$ cat src/rtl/serial_adder_pkg.sv
// rtl/serial_adder_pkg.sv - shared state encoding for the bit-serial adder controller
package serial_adder_pkg;

    // Controller states; encoding 2'd3 is unreachable and treated as IDLE.
    typedef enum logic [1:0] {
        S_IDLE = 2'd0,
        S_RUN  = 2'd1,
        S_DONE = 2'd2
    } state_t;

    localparam int DEFAULT_WIDTH = 8;

endpackage

$ cat src/rtl/half_adder.sv
// rtl/half_adder.sv - single-bit half adder cell
module half_adder (
    input  logic A,
    input  logic B,
    output logic Sum,
    output logic Carry
);

    assign Sum   = A ^ B;
    assign Carry = A & B;

endmodule

$ cat src/rtl/serial_adder_ctrl.sv
// rtl/serial_adder_ctrl.sv - bit-serial WIDTH-bit adder, LSB first, one bit per clock
module serial_adder_ctrl
    import serial_adder_pkg::*;
#(
    parameter int WIDTH = DEFAULT_WIDTH
) (
    input  logic             clk,
    input  logic             rst,
    input  logic             Start,
    input  logic [WIDTH-1:0] A,
    input  logic [WIDTH-1:0] B,
    output logic             Busy,
    output logic             Done,
    output logic [WIDTH-1:0] Sum,
    output logic             Carry
);

    localparam int              CNT_W    = $clog2(WIDTH);
    localparam logic [CNT_W-1:0] CNT_LAST = CNT_W'(WIDTH - 1);

    state_t state;
    state_t state_nxt;

    logic [WIDTH-1:0] a_sr;
    logic [WIDTH-1:0] b_sr;
    // Holds the WIDTH-1 most recent sum bits, newest at the MSB; the final
    // bit is merged in combinationally when the result is committed.
    logic [WIDTH-2:0] s_sr;
    logic             c;
    logic [CNT_W-1:0] cnt;

    logic             ha0_sum;
    logic             ha0_carry;
    logic             ha1_sum;
    logic             ha1_carry;
    logic             bit_out;
    logic             cout;
    logic             last_bit;
    logic [WIDTH-1:0] s_next;

    // Full-adder cell built from two shared half adders.
    half_adder u_ha0 (
        .A    (a_sr[0]),
        .B    (b_sr[0]),
        .Sum  (ha0_sum),
        .Carry(ha0_carry)
    );

    half_adder u_ha1 (
        .A    (ha0_sum),
        .B    (c),
        .Sum  (ha1_sum),
        .Carry(ha1_carry)
    );

    assign bit_out  = ha1_sum;
    assign cout     = ha0_carry | ha1_carry;
    assign last_bit = (cnt == CNT_LAST);
    assign s_next   = {bit_out, s_sr};

    // Next-state and status decode; unknown encodings fall back to IDLE.
    always_comb begin
        state_nxt = S_IDLE;
        Busy      = 1'b0;
        Done      = 1'b0;
        case (state)
            S_IDLE: begin
                state_nxt = Start ? S_RUN : S_IDLE;
            end
            S_RUN: begin
                Busy      = 1'b1;
                state_nxt = last_bit ? S_DONE : S_RUN;
            end
            S_DONE: begin
                Done      = 1'b1;
                state_nxt = S_IDLE;
            end
            default: begin
                state_nxt = S_IDLE;
            end
        endcase
    end

    // State register.
    always_ff @(posedge clk or posedge rst) begin
        if (rst) begin
            state <= S_IDLE;
        end else begin
            state <= state_nxt;
        end
    end

    // Operand capture, serial shifting, carry/counter update and result commit.
    always_ff @(posedge clk or posedge rst) begin
        if (rst) begin
            a_sr  <= '0;
            b_sr  <= '0;
            s_sr  <= '0;
            c     <= 1'b0;
            cnt   <= '0;
            Sum   <= '0;
            Carry <= 1'b0;
        end else begin
            case (state)
                S_IDLE: begin
                    if (Start) begin
                        a_sr <= A;
                        b_sr <= B;
                        c    <= 1'b0;
                        cnt  <= '0;
                    end
                end
                S_RUN: begin
                    a_sr <= a_sr >> 1;
                    b_sr <= b_sr >> 1;
                    s_sr <= s_next[WIDTH-1:1];
                    c    <= cout;
                    if (last_bit) begin
                        Sum   <= s_next;
                        Carry <= cout;
                    end else begin
                        cnt <= cnt + 1'b1;
                    end
                end
                default: begin
                end
            endcase
        end
    end

endmodule
$ cat config.mk
export PLATFORM = sky130hd
export DESIGN_NAME = serial_adder_ctrl
export DESIGN_NICKNAME = d
export VERILOG_FILES = /design/src/rtl/serial_adder_pkg.sv /design/src/rtl/half_adder.sv /design/src/rtl/serial_adder_ctrl.sv
export SDC_FILE = /design/constraint.sdc
export NUM_CORES = 1
export LEC_CHECK = 0
export ABC_CLOCK_PERIOD_IN_PS = 1700
export BUFFER_PORTS_ARGS = -buffer_cell sky130_fd_sc_hd__buf_2
export CAP_MARGIN = 0
export CORE_ASPECT_RATIO = 1.75
export CORE_MARGIN = 2
export CORE_UTILIZATION = 56
export DETAILED_ROUTE_END_ITERATION = 7
export PLACE_DENSITY = 0.79
export SLEW_MARGIN = 25
export SYNTH_ARGS = -nofsm -noshare
export SYNTH_HDL_FRONTEND = slang
export SYNTH_HIERARCHICAL = 1
export SYNTH_SLANG_ARGS = --single-unit
$ cat constraint.sdc
create_clock -name clk -period 1.7 [get_ports clk]
set_input_delay 0.17 -clock clk [delete_from_list [all_inputs] [get_ports clk]]
set_output_delay 0.17 -clock clk [all_outputs]
set_load 0.01 [all_outputs]
==> results.md <==
Run status:
- The flow ran to the end, but the final reports show violations.
- The final reports fail on negative hold slack.

Synthesis:
- The share of synthesized area in the top cell type comes to 0.499.
- For this run, the leading register cell type out of synthesis is dfrtp_1.
- The proportion of synthesized chip area in sequential cells is 0.499.
- Of all flip-flops after synthesis, the portion carrying an async set or reset was 1.00.
- Synthesis inferred 38 register bits.
- The top cell type by total area after synthesis is dfrtp_1.
- Synthesis produced ~150 cells.
- The mean instance size in the synthesized netlist is ~12 um2.
- The post-synth design cell area is 0.00191 mm2.
- The net count after synthesis is 176.
- Yosys attributes the largest share of cell area to dfrtp_1 50%, mux2_4 6.3%, nor3b_1 5.1%.
- After synthesis, the most frequently instantiated cells are 38 x dfrtp_1, 18 x inv_1, 13 x nor3b_1, 9 x nor4b_1, 8 x mux2_4.
- The count of distinct cell types in the synthesized netlist is 33.
- The number of warnings issued by yosys is 6.
- dfrtp_1 is the most common cell in the netlist.
- The number of enable flip-flop cells after synthesis is 0.

GRT:
- The first global-routing pass estimated between 5000 and 6000 um of wire.
- For this run, the total global-route usage over all layers was measured as 0.205.
- The initial antenna violation count was 0.
- The number of global-route vias before repair is between 1000 and 1500.
- Entering global routing, the biggest net connects 39 pins.
- Global routing finished with a remaining overflow of 0.

Die:
- The initial standard-cell utilization of the core is 0.573.
- The number of rows created at floorplan is 28.
- The floorplan step defined a die boundary enclosing 0.00390 mm2.
- The number of top-level design ports is 30.
- The placeable core region is approximately 0.0033 mm2.
- From left edge to right edge, the die measures around 48 um.
- The vertical extent of the die is 81.2 um.

Drt:
- In this run the remaining antenna-violating nets after routing total 0.
- In the routed design, unresolved DRC markers number 0.
- The first detailed-routing pass took 4 iterations.
- The wire length per cell is about 15 um.
- The final routed wirelength across all metal layers is between 3000 and 4000 um.
- The routed layout has ~1300 vias.
- The violation count after the first detailed-routing iteration is 22.
- The average via count per standard cell is around 5.6.

Finish:
- The filler cell count in the final layout is approximately 250.
- Once layout is complete, the cells apart from fillers number 230.
- The layout net count is ~210.
- The area growth from synthesis to final layout is 13.9%.
- Of the cells placed in the final design, the portion with a size suffix greater than 1 is 0.341.
- The number of antenna diodes is 0.

Setup path:
- The worst register-to-register path has a depth of 5.
- The startpoint-to-endpoint class of the critical path is flop to flop.
- The data arrival time of the critical path is roughly 1.8 ns.
- The biggest fanout along the worst timing path is 10.
- STA classifies the critical path endpoint as a flop.
- The worst setup path is launched from a flop.
- Data on the critical path is required at its endpoint by 1.87 ns.
- The origin of the critical flop-to-flop path is cnt[0]$_DFFE_PP0P_.
- The timing startpoint of the critical path is cnt[0]$_DFFE_PP0P_.

CTS:
- The clock tree root buffer cell is clkbuf_8.
- The number of setup buffers added after CTS is 0.
- The maximum clock insertion buffer count is 2.
- After clock tree synthesis, the repair step resized 0 gates.
- The total of hold buffers inserted after clock tree synthesis is 0.
- The clock-pin slew on the worst setup and hold paths is roughly 0.070 ns.
- In this run the number of H-tree levels came out at 2.
- The later pin in the worst-skew pair is clocked with a latency of about 0.28 ns.
- The CTS tree is built.
- TritonCTS created 5 clock buffers.
- The tree built by TritonCTS fans out to 38 sinks.

Pwr:
- The analysis attributes to cell leakage a power of 1.07 nW.
- The proportion of power drawn by flip-flops and latches is 0.427.
- The analysis attributes to net switching a power of roughly 1.3 mW.
- The share of total power dissipated in the clock network is 0.149.
- Of the total power, the share spent switching nets is 0.349.
- The combinational cell fraction of total power is 0.424.
- The areal power density over the cells is between 1500 and 2000 mW/mm2.
- The internal portion of total power is between 2 and 2.5 mW.
- The total power after layout is between 3 and 4 mW.
- The maximum vdd drop is 1050 uV.

Timing:
- The portion of the clock cycle consumed by the worst path in the final layout is 0.964.
- Setup repair after global routing left no endpoint under its margin.
- For the pin with the worst max-slew slack, the measured transition is approximately 0.55 ns.
- The number of failing setup endpoints in the final timing report is 0.
- The post-route clock skew is around 0.0046 ns.
- Headroom to the max-slew limit came out at 0.632.
- For this run, the top clock speed supported by timing is between 0.6 and 0.7 GHz.
- The clock period minus worst slack is 1.64 ns.
- The final hold slack is -0.0143 ns.
- The number of endpoints with negative hold slack in the final report is 32.
- Setup total negative slack on the finished layout was measured at 0 ns.
- The final max-slew violation count was 0.

Min path:
- The classification of the worst-slack hold path is input port to async pin.

Place:
- The total half-perimeter wirelength after legalization and detailed placement is 2600 um.
- Buffers placed on the I/O ports in this run total 29.
- Routability-driven placement finished with a final weighted congestion of about 0.73.
- The cell count after placement is between 200 and 250.

Flow run:
- Max-cap violations in this run came to 0.
## placed cells by master, fill, tap and decap left out, types with 3 or more instances in the layout
cell	instances
mux2_1	5
and3_1	3
inv_1	18
mux2_4	8
a211o_1	3
ha_1	4
a221oi_1	5
nor4bb_1	3
dfrtp_1	38
nor2b_1	7
buf_2	29
buf_4	6
a211oi_2	7
nor3b_1	13
clkbuf_8	5
nor4b_1	9
## area by class of cell
class,count,area [um2],share of cell area
clock buffers,5,68.8,0.0317
clock inverters,2,10.0,0.00461
inverters,19,71.3,0.0329
multi-input cells,85,803,0.370
flip-flops and latches,38,951,0.438
well taps,45,56.3,0.0259
repair buffers,36,210,0.0968
## routing by layer
| layer | vias to the layer above | part of all wire | global-route usage |
|---|---|---|---|
| met5 | - | 0 | 0 |
| li1 | 610 | - | - |
| met3 | 8 | 0.035 | 0.0533 |
| met4 | 0 | 0.019 | 0.0838 |
| met1 | 639 | 0.38 | 0.217 |
| met2 | 25 | 0.57 | 0.363 |
## per-stage QoR
stage / hold slack (ns) / worst slack (ns) / utilization / instance area, um2
3_5_place_dp: 0.312 / 0.0824 / 0.629 / 2090
6_report: -0.0143 / 0.0611 / 0.652 / 2170
3_3_place_gp: 0.294 / 0.161 / 0.629 / 2090
4_1_cts: 0.00173 / 0.0634 / 0.652 / 2170
5_1_grt: 0.0214 / 0.0152 / 0.652 / 2170
2_1_floorplan: 0.362 / 0.201 / - / 1910
## power by group through the flow
stage | logic, mW | clock network [mW] | registers (mW)
3_3_place_gp | 1.51 | 0 | 1.60
3_5_place_dp | 1.62 | 0 | 1.63
4_1_cts | 1.63 | 0.579 | 1.61
5_1_grt | 1.79 | 0.626 | 1.67
2_1_floorplan | 1.23 | 0 | 1.59
6_report | 1.60 | 0.563 | 1.61
## state kept, by name, indices dropped and copies added (netlist names)
name   flops
Carry      1
Sum        8
a_sr       8
b_sr       8
c          1
cnt        3
s_sr       7
state      2
## kinds of logic (layout without fill, tap and decap cells)
logic type | Yosys count | count (layout) | share of synthesized area
fa+ha+maj | 4 | 4 | 0.0263
simple gates | 43 | 43 | 0.168
buf+inv | 30 | 62 | 0.0794
flops | 38 | 38 | 0.499
mux | 16 | 16 | 0.110
compound gates | 22 | 22 | 0.118
## final timing paths
check | end | slack, ns
min in group clk | a_sr[2]$_DFFE_PP0P_ | 0.21
worst max register to register | Sum[3]$_DFFE_PP0P_ | 0.06
max in group asynchronous | cnt[2]$_DFFE_PP0P_ | 1.39
worst min register to register | b_sr[7]$_DFFE_PP0P_ | 0.49
worst min-delay path | a_sr[4]$_DFFE_PP0P_ | -0.01
worst max-delay path | Sum[3]$_DFFE_PP0P_ | 0.06
## critical path, stage by stage (launching register included)
cell and delay (ns):
dfrtp_1 0.42, ha_1 0.22, ha_1 0.26, nand3b_1 0.16, buf_12 0.16, mux2_4 0.31
Note: power is estimated with default switching activity, not from simulation.
